### config.mk
export PLATFORM = sky130hd
export DESIGN_NAME = pmcc_sequencer_flat
export DESIGN_NICKNAME = d
export VERILOG_FILES = /design/src/rtl/pmcc_sequencer_if.sv /design/src/rtl/pmcc_sequencer.sv /design/src/flat_wrapper.sv
export SDC_FILE = /design/constraint.sdc
export NUM_CORES = 1
export LEC_CHECK = 0
export CAP_MARGIN = 20
export CORE_ASPECT_RATIO = 0.5
export CORE_MARGIN = 1
export CORE_UTILIZATION = 30
export DETAILED_ROUTE_END_ITERATION = 12
export MAX_ROUTING_LAYER = met4
export SLEW_MARGIN = 20
export SYNTH_ARGS = -nofsm -noshare
export SYNTH_HDL_FRONTEND = slang
export SYNTH_SLANG_ARGS = --single-unit
### constraint.sdc
create_clock -name clk -period 2.9 [get_ports clk]
set_input_delay 0.29 -clock clk [delete_from_list [all_inputs] [get_ports clk]]
set_output_delay 0.29 -clock clk [all_outputs]
set_load 0.05 [all_outputs]
### src/rtl/pmcc_sequencer_if.sv
// rtl/pmcc_sequencer_if.sv - code RAM read port and STORE strobe bundle of the PMC sequencer
interface pmcc_sequencer_if #(
    parameter int ADDR_W = 8
);
    logic              mem_req;
    logic [ADDR_W-1:0] mem_addr;
    logic [31:0]       mem_rdata;
    logic              store;
    logic [31:0]       instr;

    modport master (
        output mem_req,
        output mem_addr,
        output store,
        output instr,
        input  mem_rdata
    );

    modport slave (
        input  mem_req,
        input  mem_addr,
        input  store,
        input  instr,
        output mem_rdata
    );
endinterface

### src/rtl/pmcc_sequencer.sv
// rtl/pmcc_sequencer.sv - PMC coprocessor instruction sequencer; PMCC_SEQ_STEP_EN adds single-step hold
module pmcc_sequencer #(
    parameter int                ADDR_W     = 8,
    parameter logic [ADDR_W-1:0] START_ADDR = '0
) (
    input  logic               clk,
    input  logic               rst_n,
    input  logic               start,
    input  logic               abort,
`ifdef PMCC_SEQ_STEP_EN
    input  logic               step,
    input  logic               step_mode,
`endif
    pmcc_sequencer_if.master   bus,
    output logic               busy,
    output logic               done,
    output logic               err
);

    typedef enum logic [2:0] {
        S_IDLE      = 3'd0,
        S_FETCH     = 3'd1,
        S_DECODE    = 3'd2,
        S_WAIT      = 3'd3,
        S_HALTED    = 3'd4,
        S_STEP_HOLD = 3'd5
    } state_t;

    localparam logic [3:0] OP_NOP   = 4'h0;
    localparam logic [3:0] OP_STORE = 4'h1;
    localparam logic [3:0] OP_WAIT  = 4'h2;
    localparam logic [3:0] OP_LSET  = 4'h3;
    localparam logic [3:0] OP_LJMP  = 4'h4;
    localparam logic [3:0] OP_JMP   = 4'h5;
    localparam logic [3:0] OP_HALT  = 4'hF;

    state_t            state_q, state_d;
    logic [ADDR_W-1:0] pc_q, pc_d;
    logic [15:0]       loop_cnt_q, loop_cnt_d;
    logic [15:0]       wait_cnt_q, wait_cnt_d;
    logic [31:0]       instr_q, instr_d;
    logic              store_q, store_d;
    logic              err_q, err_d;

    logic [3:0]        op;
    logic [15:0]       op16;
    logic [ADDR_W-1:0] tgt;
    state_t            resume_state;

    assign op   = bus.mem_rdata[3:0];
    assign op16 = bus.mem_rdata[23:8];
    assign tgt  = bus.mem_rdata[24 +: ADDR_W];

    // Where execution continues after a DECODE or a finished WAIT.
`ifdef PMCC_SEQ_STEP_EN
    assign resume_state = step_mode ? S_STEP_HOLD : S_FETCH;
`else
    assign resume_state = S_FETCH;
`endif

    always_ff @(posedge clk or negedge rst_n) begin
        if (!rst_n) begin
            state_q    <= S_IDLE;
            pc_q       <= START_ADDR;
            loop_cnt_q <= '0;
            wait_cnt_q <= '0;
            instr_q    <= '0;
            store_q    <= 1'b0;
            err_q      <= 1'b0;
        end else begin
            state_q    <= state_d;
            pc_q       <= pc_d;
            loop_cnt_q <= loop_cnt_d;
            wait_cnt_q <= wait_cnt_d;
            instr_q    <= instr_d;
            store_q    <= store_d;
            err_q      <= err_d;
        end
    end

    always_comb begin
        state_d    = state_q;
        pc_d       = pc_q;
        loop_cnt_d = loop_cnt_q;
        wait_cnt_d = wait_cnt_q;
        instr_d    = instr_q;
        store_d    = 1'b0;
        err_d      = err_q;

        if (abort) begin
            state_d = S_IDLE;
        end else begin
            case (state_q)
                S_IDLE, S_HALTED: begin
                    if (start) begin
                        state_d = S_FETCH;
                        pc_d    = START_ADDR;
                        err_d   = 1'b0;
                    end
                end
                S_FETCH: state_d = S_DECODE;
                S_DECODE: begin
                    instr_d = bus.mem_rdata;
                    pc_d    = pc_q + ADDR_W'(1);
                    state_d = resume_state;
                    case (op)
                        OP_NOP:   ;
                        OP_STORE: store_d = 1'b1;
                        OP_WAIT: begin
                            if (op16 != 16'd0) begin
                                state_d    = S_WAIT;
                                wait_cnt_d = op16 - 16'd1;
                            end
                        end
                        OP_LSET:  loop_cnt_d = op16;
                        OP_LJMP: begin
                            if (loop_cnt_q != 16'd0) begin
                                loop_cnt_d = loop_cnt_q - 16'd1;
                                pc_d       = tgt;
                            end
                        end
                        OP_JMP:   pc_d = tgt;
                        OP_HALT:  state_d = S_HALTED;
                        default: begin
                            err_d   = 1'b1;
                            state_d = S_HALTED;
                        end
                    endcase
                end
                S_WAIT: begin
                    if (wait_cnt_q == 16'd0) begin
                        state_d = resume_state;
                    end else begin
                        wait_cnt_d = wait_cnt_q - 16'd1;
                    end
                end
`ifdef PMCC_SEQ_STEP_EN
                S_STEP_HOLD: begin
                    if (step) begin
                        state_d = S_FETCH;
                    end
                end
`endif
                default: state_d = S_IDLE;
            endcase
        end
    end

    always_comb begin
        bus.mem_req  = (state_q == S_FETCH);
        bus.mem_addr = (state_q == S_FETCH) ? pc_q : '0;
        bus.store    = store_q;
        bus.instr    = instr_q;
        busy         = (state_q != S_IDLE) && (state_q != S_HALTED);
        done         = (state_q == S_HALTED);
        err          = err_q;
    end

endmodule
### src/flat_wrapper.sv
// flat-port wrapper written by rule: the top's interface ports become plain ports
module pmcc_sequencer_flat 
#(
    parameter int                ADDR_W     = 8,
    parameter logic [ADDR_W-1:0] START_ADDR = '0
)
  (clk, rst_n, start, abort, busy, done, err, bus_mem_req, bus_mem_addr, bus_store, bus_instr, bus_mem_rdata);
  pmcc_sequencer_if #(.ADDR_W(ADDR_W)) bus_i ();
  input  logic clk;
  input  logic rst_n;
  input  logic start;
  input  logic abort;
  output logic busy;
  output logic done;
  output logic err;
  output wire logic [$bits(bus_i.mem_req)-1:0] bus_mem_req;
  output wire logic [$bits(bus_i.mem_addr)-1:0] bus_mem_addr;
  output wire logic [$bits(bus_i.store)-1:0] bus_store;
  output wire logic [$bits(bus_i.instr)-1:0] bus_instr;
  input wire logic [$bits(bus_i.mem_rdata)-1:0] bus_mem_rdata;
  assign bus_mem_req = bus_i.mem_req;
  assign bus_mem_addr = bus_i.mem_addr;
  assign bus_store = bus_i.store;
  assign bus_instr = bus_i.instr;
  assign bus_i.mem_rdata = bus_mem_rdata;
  pmcc_sequencer #(.ADDR_W(ADDR_W), .START_ADDR(START_ADDR)) u_core (.clk(clk), .rst_n(rst_n), .start(start), .abort(abort), .bus(bus_i), .busy(busy), .done(done), .err(err));
endmodule
==> results of run 1 <==
[metal layers]
layer / GRT usage, % / routed length (um) / up-vias
li1: - / - / 2168
met1: 24.79 / 6587 / 2122
met2: 27.96 / 5901 / 141
met3: 4.253 / 791 / 17
met4: 6.459 / 231 / 0
met5: - / 0 / -
[how the worst max path moves through the flow]
stage	depth (start not counted)	slack (ns)	to
6_report	4	0.21	bus_mem_addr[0]
5_1_grt	5	0.08	u_core.wait_cnt_q[2]$_DFFE_PN0P_
4_1_cts	4	0.22	bus_mem_addr[0]
3_5_place_dp	5	0.30	u_core.wait_cnt_q[4]$_DFFE_PN0P_
3_3_place_gp	5	0.28	u_core.wait_cnt_q[4]$_DFFE_PN0P_
2_1_floorplan	10	0.34	u_core.wait_cnt_q[8]$_DFFE_PN0P_
[through the flow]
step                      utilization (%)  setup WS, ns  total power [mW]  hold WS (ns)
after floorplan                         -        0.3357             2.512     -0.005591
after global placement              39.00        0.2843             3.113        0.4586
after detailed placement            39.00        0.3011             3.125        0.4615
after CTS                           41.40        0.2153             4.479        0.1853
after global routing                41.43       0.07546             4.677       0.05889
final                               41.43        0.2122             4.443     0.0004484
[kinds of logic after synthesis]
family                   Yosys count  share of synthesized area, %
AO/OA/AOI/OAI                    146                         20.29
XOR/XNOR                           1                        0.1967
adder cells (fa/ha/maj)            4                         1.124
buffers and inverters             46                         4.411
flip-flops                        77                         43.27
multiplexers                      10                         2.304
AND/OR/NAND/NOR                  269                         28.41
[flip-flops by register name, indices dropped and copies added, names as in the netlist]
register and cells:
u_core.bus.instr 32, u_core.bus.store 1, u_core.err 1, u_core.loop_cnt_q 16, u_core.pc_q 8, u_core.state_q 3, u_core.wait_cnt_q 16
[layout by cell type, fill, tap and decap left out, types with 5 or more instances in the layout]
master / instances
sky130_fd_sc_hd__nand2_1: 126
sky130_fd_sc_hd__clkdlybuf4s50_1: 79
sky130_fd_sc_hd__dfrtp_1: 77
sky130_fd_sc_hd__a21oi_1: 44
sky130_fd_sc_hd__o21ai_0: 38
sky130_fd_sc_hd__buf_4: 38
sky130_fd_sc_hd__nor2_1: 36
sky130_fd_sc_hd__nor3_1: 26
sky130_fd_sc_hd__nand3_1: 20
sky130_fd_sc_hd__inv_1: 14
sky130_fd_sc_hd__nor4_1: 10
sky130_fd_sc_hd__o22ai_1: 9
sky130_fd_sc_hd__clkbuf_16: 9
sky130_fd_sc_hd__mux2i_1: 8
sky130_fd_sc_hd__nand2b_1: 7
sky130_fd_sc_hd__and2_1: 7
sky130_fd_sc_hd__a31oi_1: 7
sky130_fd_sc_hd__or3_1: 6
sky130_fd_sc_hd__a22oi_1: 6
sky130_fd_sc_hd__nand4_1: 5
[layout make-up]
cell class	count	area, sq um	share of cell area, %
Clock buffer	9	225.2	3.758
Clock inverter	7	121.4	2.025
Inverter	14	52.55	0.8768
Multi-Input combinational cell	430	2332	38.91
Sequential cell	77	1927	32.15
Tap cell	198	247.7	4.134
Timing Repair Buffer	118	1087	18.14
[power by group through the flow]
stage,sequential [mW],clock (mW),combinational [mW]
after CTS,1.49,1.36,1.62
final,1.49,1.34,1.61
after global placement,1.50,0,1.61
after floorplan,2.04,0,0.469
after global routing,1.53,1.41,1.73
after detailed placement,1.51,0,1.62
==> results.txt, run 1 <==
* Clk Latency, worst-skew pair: 0.34 ns
- Along the worst path, the maximum fanout reaches 9.
- Placement Cell Area: 0.005643 sq mm
- Setup repair after global routing left no endpoint under its margin.
- CTS tree: yes
- Sequential power share: ~34%
- Standard cell core area: 0.01447 sq mm
- Die Span X: 174.3 um
* Synthesized area: 0.004453 sq mm
- Period Utilization, post-route: 92.68%
* Average footprint of a synthesized cell: 8.052 sq um
- Leakage Power: roughly 2.6 nW
* Main synth FF type: sky130_fd_sc_hd__dfrtp_1
- Data on the critical path is required at its endpoint by ~2.6 ns.
* Ratio of cells with drive above 1 in the final layout: 10.38%
- Kind of critical path: flop to output pin
- The worst pin sits at a relative slew slack of about a third.
- Across all register-to-register paths, the minimum setup slack is 0.22 ns.
- Vias in the first global route: 4125
- Based on the critical path, the design can be clocked at up to 372.0 MHz.
* FF-to-FF End: u_core.wait_cnt_q[4]$_DFFE_PN0P_
- Across the run, the number of max-cap violations was 0.
- DR iter-0 viols: 355
- In the routed layout, each cell is associated on average with a via count of 5.215.
* Total of flip-flops plus latches after synthesis: 77
* Peak supply drop: 0.2884 mV
- In the routed design, unresolved DRC markers number 0.
- The routed layout has 4448 vias.
- Setup Skew: around 0.011 ns
* All-Layer GR Usage: 18.68%
* First-pass DRT Iterations: 5
* Crit-path cells: nand2b_1 > nor2_1 > and2_1 > clkdlybuf4s50_1
* PortBufs: 80
- The flow ran to the end, and the final reports show no timing, DRC or antenna violations.
* Biggest area consumer among synthesized cells: sky130_fd_sc_hd__dfrtp_1
- Total clock buffers created by CTS: 9
- Net switching is 38.58% of the power.
- Sequential fraction of the synthesis area: 43.27%
- Antenna violations before repair: 0
- Clock tree synthesis found a total of 77 sinks.
- The die is about 88 um tall.
- Cell count after placement: 837
* Count of cell types in the netlist: 63
- The count of cells in the finished layout, fillers not included, comes to approximately 850.
- Syn Inst Count: 553
- The path class of the tightest hold or removal check is primary input to async pin.
* Root Buffer Master: sky130_fd_sc_hd__clkbuf_16
* Launching element of the worst setup path: u_core.state_q[1]$_DFFE_PN0P_
* # IOs: 81
* Number of buffer and inverter instances along the worst setup path: 1
* Worst-Margin Slew: between 1 and 1.5 ns
- For this run, the post-layout net count is 690.
- In this run the power density over the cells is 741.3 mW/mm^2.
- Design area: 0.005993 sq mm
- Signal arrival time at the worst endpoint: about 2.4 ns
- Cell with the largest stage delay on the worst path: sky130_fd_sc_hd__clkdlybuf4s50_1
- The worst setup path is launched from a flop.
- Top-count cell post-synth: sky130_fd_sc_hd__nand2_1
- The H-tree generated during clock tree synthesis spans 3 levels.
- Setup violations remaining at the end of the flow were counted as 0.
- Count of filler cells inserted in the layout: 1461
- Combinational logic burns 36.3% of the power.
- For this design, the CTS-stage hold fixing added 0 buffers.
* Initial Util: between 30% and 40%
- Max clock buf depth: 2
- Total Wirelength: about 14000 um
- The number of antenna diodes in the final layout is 0.
- The internal portion of the total power is 2.729 mW.
* Total number of yosys warnings: 0
* Area enclosed by the die boundary: 0.01536 sq mm
- CTS resizes: 0
* Total half-perimeter wirelength after legalization and detailed placement: 9657 um
- Post-CTS setup repair buffer count: 0
- Highest cell delay on the worst timing path: 0.80 ns
* Routed wire per std cell: 15.84 um
* Final critical-path required period: 2.688 ns
- Final hold violations: 0
- By count the netlist is led by sky130_fd_sc_hd__nand2_1 (127), sky130_fd_sc_hd__dfrtp_1 (77), sky130_fd_sc_hd__a21oi_1 (44).
* Source of the worst register-to-register timing path: u_core.state_q[1]$_DFFE_PN0P_
* Post-Route Setup TNS: 0 ns
- The share of total power dissipated in the clock network is ~30%.
- The first global-routing pass estimated 21800 um of wire.
* Cell family contributing the most delay on the critical path: buffers and inverters
* Pin count of the biggest net entering global routing: just under 80
* Nature of the critical path endpoint: output pin
* Synth-to-layout area growth: 34.59%
- Fraction of synthesis flops using an asynchronous set or reset pin: 100.0%
- Worst Reg-to-Reg Cells: 5
* Number of synthesized flops with an enable pin: 0
- Of the post-synthesis cell area, the dominant cell type holds 43.27%.
* Cells taking the most area after synthesis: sky130_fd_sc_hd__dfrtp_1 (43%), sky130_fd_sc_hd__nand2_1 (11%), sky130_fd_sc_hd__a21oi_1 (4.9%), sky130_fd_sc_hd__o21ai_0 (4.3%), sky130_fd_sc_hd__nor2_1 (3.0%)
- Synthesis produced a netlist with a net count of 593.
- Aggregate global routing overflow: 0
* Final Wtd Congestion: roughly 0.8
* Max-slew violation count: 0
- Post-CTS clock slew at the launch and capture registers of the worst setup and hold paths: ~0.060 ns
- Standard-cell row count: 31
- Antenna Nets Post-Route: 0
- The analysis attributes to net switching a power of about 1.7 mW.
No activity file was read; power rests on OpenSTA's default activity.
==> run 2, diff against run 1 <==
- CORE_UTILIZATION: 30 -> 40
- GPL_ROUTABILITY_DRIVEN: not set -> 0
==> run 2 against run 1 <==
The flow now finishes with violations (negative hold slack). Fmax up 0.66%. Clock power down 7%. Register-to-register slack better by 0.09 ns. Critical path type unchanged. Combinational power about the same. Highest routed layer unchanged. Critical endpoint is now bus_mem_addr[2]. Sequential share of layout area up 0.40 points. Sequential power about the same. Die area down 25%. Count of clock-buffer cells in the layout up 2. Non-clock buffer count up 3. Wire length down 3.7%.
==> results.txt, run 2 (synthesis gave the netlist of run 1 again) <==
* Max clock buf depth: 2
- First-pass GRT wire length: 21340 um
* Total Wirelength: 13010 um
- At the pin with the least slew margin, the transition time is 0.8174 ns.
- Combinational logic burns 37.0% of the power.
* Antenna Nets Post-Route: 0
- Routed wire per std cell: 16.31 um
* Clk Latency, worst-skew pair: 0.34 ns
- Once the clock tree was built, the setup fixing pass inserted 0 buffers.
* CTS tree: yes
- Die outline height: 76.61 um
- At the worst endpoint, the arrival time is ~2.4 ns.
* Number of clock sinks seen by CTS: 77
* Worst hold slack: -0.02370 ns
- Root Buffer Master: sky130_fd_sc_hd__clkbuf_16
- DR iter-0 viols: 274
- Post-CTS clock slew at the launch and capture registers of the worst setup and hold paths: about 0.06 ns
- CTS resizes: 0
* # Max-Cap Violations: 0
- Entering global routing, the biggest net connects 51 pins.
- # IOs: 81
- Crit-path max FO: 9
- First-pass DRT Iterations: 5
- Placement Cell Area: about 0.0056 sq mm
* Unrepaired setup endpoints after global routing: no
* Nature of the critical path endpoint: output pin
* Antenna violations before repair: 0
* Critical path required time: approximately 2.6 ns
- From synthesis to final layout, the design area changed by 32.93%.
- Standard-cell row count: 26
- Setup violations remaining at the end of the flow were counted as 0.
- All-Layer GR Usage: 24.61%
- F_max: ~370 MHz
- Top library cells by usage in the layout, fill and taps aside: sky130_fd_sc_hd__nand2_1 (126), sky130_fd_sc_hd__clkdlybuf4s50_1 (79), sky130_fd_sc_hd__dfrtp_1 (77)
- Cell-internal power: 2.661 mW
- Measured in cells, the most critical reg-to-reg path has a length of 6.
* Ratio of cells with drive above 1 in the final layout: 10.64%
- Vias in the first global route: between 4000 and 5000
* Total clock buffers created by CTS: 9
* Via density per instance: between 5 and 6
* NumNets Final: 693
* Aggregate global routing overflow: 0
* PortBufs: 80
- Leakage Power: 2.621 nW
- The initial utilization of the core area, before any placement, comes to 42.38%.
- The worst setup path is of the flop to output pin kind.
- H-tree depth: 3
- In this run the tightest slew margin relative to its limit is 45.04%.
- Area enclosed by the die boundary: 0.01158 sq mm
* Min-delay worst type: primary input to async pin
- Routed via count: 4449
* Relative contribution of the clock network to total power: 28.6%
* Total half-perimeter wirelength after legalization and detailed placement: 9321 um
- Die Span X: 151.2 um
- For this run, design rule violations remaining after detail routing come to 0.
- Outcome: finished, violations left
- The final critical path takes up approximately 90% of the cycle.
- Violations in the final reports: negative hold slack
- In this run the power density over the cells is 733.4 mW/mm^2.
- After layout, the minimum clock period comes to 2.670 ns.
- Across the routed clock network, the largest skew measured is 0.007769 ns.
- Hold_buf cts: 0
* Count of inserted antenna diode cells: 0
* Leading cell type in the layout, fill and taps excluded: sky130_fd_sc_hd__nand2_1
* Count of filler cells inserted in the layout: 1008
- Kind of start point of the critical path: flop
* Design area: 0.005919 sq mm
* Final hold violations: 19
* Net switching power figure: 1.680 mW
* Post-Route Setup TNS: 0 ns
- The region available for standard cell placement spans 0.01051 sq mm.
- Summing all flip-flop and latch instances after layout gives 0.001927 sq mm.
* Switching portion of total power: 38.70%
* Peak supply drop: 0.4055 mV
* Largest register FFs: 32
* Area taken by multi-input logic gates: 0.002332 sq mm
* Max-slew violation count: 0
- Registers are responsible for around 34% of the overall power.
## run 2: layout make-up
type,count,area share (%)
Inverter,14,0.8878
Clock buffer,11,4.101
Multi-Input combinational cell,430,39.40
Timing Repair Buffer,121,18.69
Sequential cell,77,32.55
Clock inverter,5,1.416
Tap cell,140,2.959
## run 2: worst max-delay path, stage by stage (launching register included)
cell and delay, ns:
sky130_fd_sc_hd__dfrtp_1 0.47, sky130_fd_sc_hd__nand2b_1 0.30, sky130_fd_sc_hd__nor2_1 0.31, sky130_fd_sc_hd__and2_1 0.17, sky130_fd_sc_hd__clkdlybuf4s50_1 0.79
## run 2: metrics by stage
step                      setup WS, ns  hold WS (ns)  total power [mW]  cells  utilization, %
after floorplan                 0.3357     -0.005591             2.512    553               -
after global placement          0.3954        0.3712             3.101    782           53.23
after detailed placement        0.3069        0.3726             3.117    782           53.23
after CTS                       0.2471      0.003406             4.379    798           56.33
after global routing            0.1178       0.04349             4.580    798           56.33
final                           0.2299      -0.02370             4.341    798           56.33
## run 2: layer usage
layer / vias up / global-route usage, % / part of all wire (%)
met1: 2128 / 35.02 / 49
met3: 14 / 4.611 / 6.7
met2: 142 / 36.35 / 44
li1: 2165 / - / -
met5: - / - / 0
met4: 0 / 4.800 / 0.81
## run 2: path summary, 6_finish.rpt
kind / from / endpoint / slack, ns
setup / recovery: u_core.state_q[1]$_DFFE_PN0P_ / bus_mem_addr[2] / 0.23
hold / removal: rst_n / u_core.bus.instr[19]$_DFFE_PN0P_ / -0.02
setup reg to reg: u_core.loop_cnt_q[9]$_DFFE_PN0P_ / u_core.pc_q[3]$_DFFE_PN0P_ / 0.31
hold reg to reg: u_core.bus.instr[16]$_DFFE_PN0P_ / u_core.bus.instr[16]$_DFFE_PN0P_ / 0.47
max in group asynchronous: rst_n / u_core.loop_cnt_q[11]$_DFFE_PN0P_ / 2.22
min in group clk: u_core.bus.instr[16]$_DFFE_PN0P_ / u_core.bus.instr[16]$_DFFE_PN0P_ / 0.47
## run 2: power groups by stage
stage	Sequential (mW)	Combinational, mW	Clock [mW]
after floorplan	2.04	0.469	0
after global placement	1.50	1.60	0
after detailed placement	1.51	1.61	0
after CTS	1.49	1.62	1.27
after global routing	1.53	1.73	1.32
final	1.49	1.61	1.24
==> run 3, diff against run 2 <==
- HOLD_SLACK_MARGIN: not set -> 0.08
- RECOVER_POWER: not set -> 100
==> run 3 against run 2 <==
The flow now finishes without violations. Setup slack worse by 0.052 ns. Fmax is 1.9% lower. Critical path type unchanged. Sequential cell count stayed put. Critical endpoint unchanged. Critical path depth stayed put. Count of clock-buffer cells in the layout stayed put. Highest routed layer unchanged. Die area stayed put. Via count is 0.22% higher. Combinational power is 4% lower.
==> results.txt, run 3 (synthesis gave the netlist of run 1 again) <==
* Outcome: complete, no violations
- From bottom edge to top edge, the die measures 76.61 um.
* Crit path setup slack, layout: about 0.18 ns
- Source of the worst register-to-register timing path: u_core.loop_cnt_q[9]$_DFFE_PN0P_
* Pin count of the biggest net entering global routing: 51
- Total half-perimeter wirelength after legalization and detailed placement: 9321 um
- Crit-path max FO: 9
- OpenSTA, run right after detailed placement, puts the worst setup slack at 0.3069 ns.
- At the worst endpoint, the required time is 2.61 ns.
- Count of filler cells inserted in the layout: 1021
* Period Utilization, post-route: 93.86%
- Compared with the post-synthesis result, the final layout area differs by 31.98%.
- Power density cells: 725.8 mW/mm^2
- Clock skew on the completed layout was measured at 0.008433 ns.
- Wires add up to 13030 um.
* Total clock buffers created by CTS: 9
- The number of antenna violations at the first check in global routing is 0.
* Initial Util: between 40% and 50%
- Largest register FFs: 32
- Worst hold slack: roughly 0.47 ns
- Final setup violating endpoints: 0
- In this run the standard cell core region covers about 0.011 sq mm.
* Design area: slightly below 0.006 sq mm
- The finished layout holds 799 standard cells, fillers aside.
- The post-route netlist has 8.953% of its cells at a drive strength greater than 1.
- STA classifies the critical path endpoint as an output pin.
- Via density per instance: 5.581
- After clock tree synthesis, the repair step resized 0 gates.
- CTS tree: yes
* Top library cells by usage in the layout, fill and taps aside: sky130_fd_sc_hd__nand2_1 (126), sky130_fd_sc_hd__dfrtp_1 (77), sky130_fd_sc_hd__dlygate4sd3_1 (45)
- Data arrives at the worst endpoint at 2.43 ns.
* First-pass DRT Iterations: 5
* H-tree depth: 3
* Kind of critical path: flop to output pin
* All-Layer GR Usage: between 20% and 30%
- Launching element of the worst setup path: u_core.state_q[1]$_DFFE_PN0P_
- Summed over all layers, the global routing overflow is 0.
- PortBufs: 80
- The worst pin sits at a relative slew slack of 12.09%.
* Leakage Power: 2.666 nW
- For the pin with the worst max-slew slack, the measured transition is 1.319 ns.
- The die is between 150 and 200 um wide.
- Routed via count: 4459
- Max-cap violations in this run came to 0.
- Cell count after placement: 782
- Count of inserted antenna diode cells: 0
* F_max: 367.4 MHz
- The library cell used most frequently in the layout, excluding fill and tap cells, is sky130_fd_sc_hd__nand2_1.
* Remaining design rule violation count: 0
* Post-Route Setup TNS: 0 ns
- Post-CTS clock slew at the launch and capture registers of the worst setup and hold paths: 0.06 ns
* Utilization after layout: 55.93%
- # IOs: 81
- The die covers approximately 0.012 sq mm.
- DR iter-0 viols: 284
- The tree built by TritonCTS fans out to 77 sinks.
- Setup repair after global routing left no endpoint under its margin.
- Across the VDD grid, the largest voltage drop is 0.3879 mV.
- The total count of max-transition violations in the final report was 0.
- The number of hold violations in the final report is 0.
- Antenna Nets Post-Route: 0
- The number of global-route vias before repair is 4175.
- Final critical-path required period: about 2.7 ns
- The completed layout was analyzed and its total power is 4.266 mW.
- Root Buffer Master: sky130_fd_sc_hd__clkbuf_16
- Max clock buf depth: 2
* First-pass GRT wire length: 21360 um
* Clk Latency, worst-skew pair: 0.34 ns
* NumNets Final: 694
* Origin of the worst min-delay path: u_core.bus.instr[31]$_DFFE_PN0P_
- Placement Cell Area: 0.005593 sq mm
- Standard-cell row count: 26
- Min-delay worst type: flop to flop
- The worst setup path is launched from a flop.
* Routed wire per std cell: 16.30 um
## run 3: what timing repair did
item | 4_1_cts | 5_1_grt
hold buffers | 1 | 0
setup endpoints to repair | 0 | 0
buffers inserted | 0 | 0
hold endpoints to repair | 48 | 0
## run 3: critical path, cell delays in order (launching register included)
cell and delay (ns):
sky130_fd_sc_hd__dfrtp_1 0.47, sky130_fd_sc_hd__nand2b_1 0.30, sky130_fd_sc_hd__nor2_1 0.30, sky130_fd_sc_hd__and2_1 0.17, sky130_fd_sc_hd__dlygate4sd3_1 0.86
## run 3: metal layers
metal | up-vias | wire length (um) | track usage (%)
met5 | - | 0 | -
met4 | 0 | 106 | 4.800
met3 | 14 | 729 | 4.611
met2 | 143 | 5717 | 36.39
met1 | 2127 | 6473 | 35.02
li1 | 2175 | - | -
## run 3: report_power, final
group,switching (mW),internal (mW)
sequential,0.170,1.31
combinational,1.04,0.501
clock,0.464,0.779
## run 3: path summary, 6_finish.rpt
check / endpoint / slack, ns / depth (start not counted)
worst max-delay path: bus_mem_addr[2] / 0.18 / 4
worst min-delay path: u_core.bus.instr[31]$_DFFE_PN0P_ / 0.47 / 2
worst max register to register: u_core.pc_q[2]$_DFFE_PN0P_ / 0.27 / 6
worst min register to register: u_core.bus.instr[31]$_DFFE_PN0P_ / 0.47 / 2
max in group asynchronous: u_core.loop_cnt_q[11]$_DFFE_PN0P_ / 0.69 / 3
min in group asynchronous: u_core.bus.instr[19]$_DFFE_PN0P_ / 0.77 / 2
## run 3: area by class of cell
| class | instances | area [sq um] | share of cell area [%] |
|---|---|---|---|
| clock buffers | 11 | 242.7 | 4.130 |
| well taps | 140 | 175.2 | 2.981 |
| inverters | 14 | 52.55 | 0.8942 |
| repair buffers | 122 | 1076 | 18.31 |
| flip-flops and latches | 77 | 1927 | 32.79 |
| clock inverters | 5 | 83.83 | 1.426 |
| multi-input cells | 430 | 2320 | 39.47 |
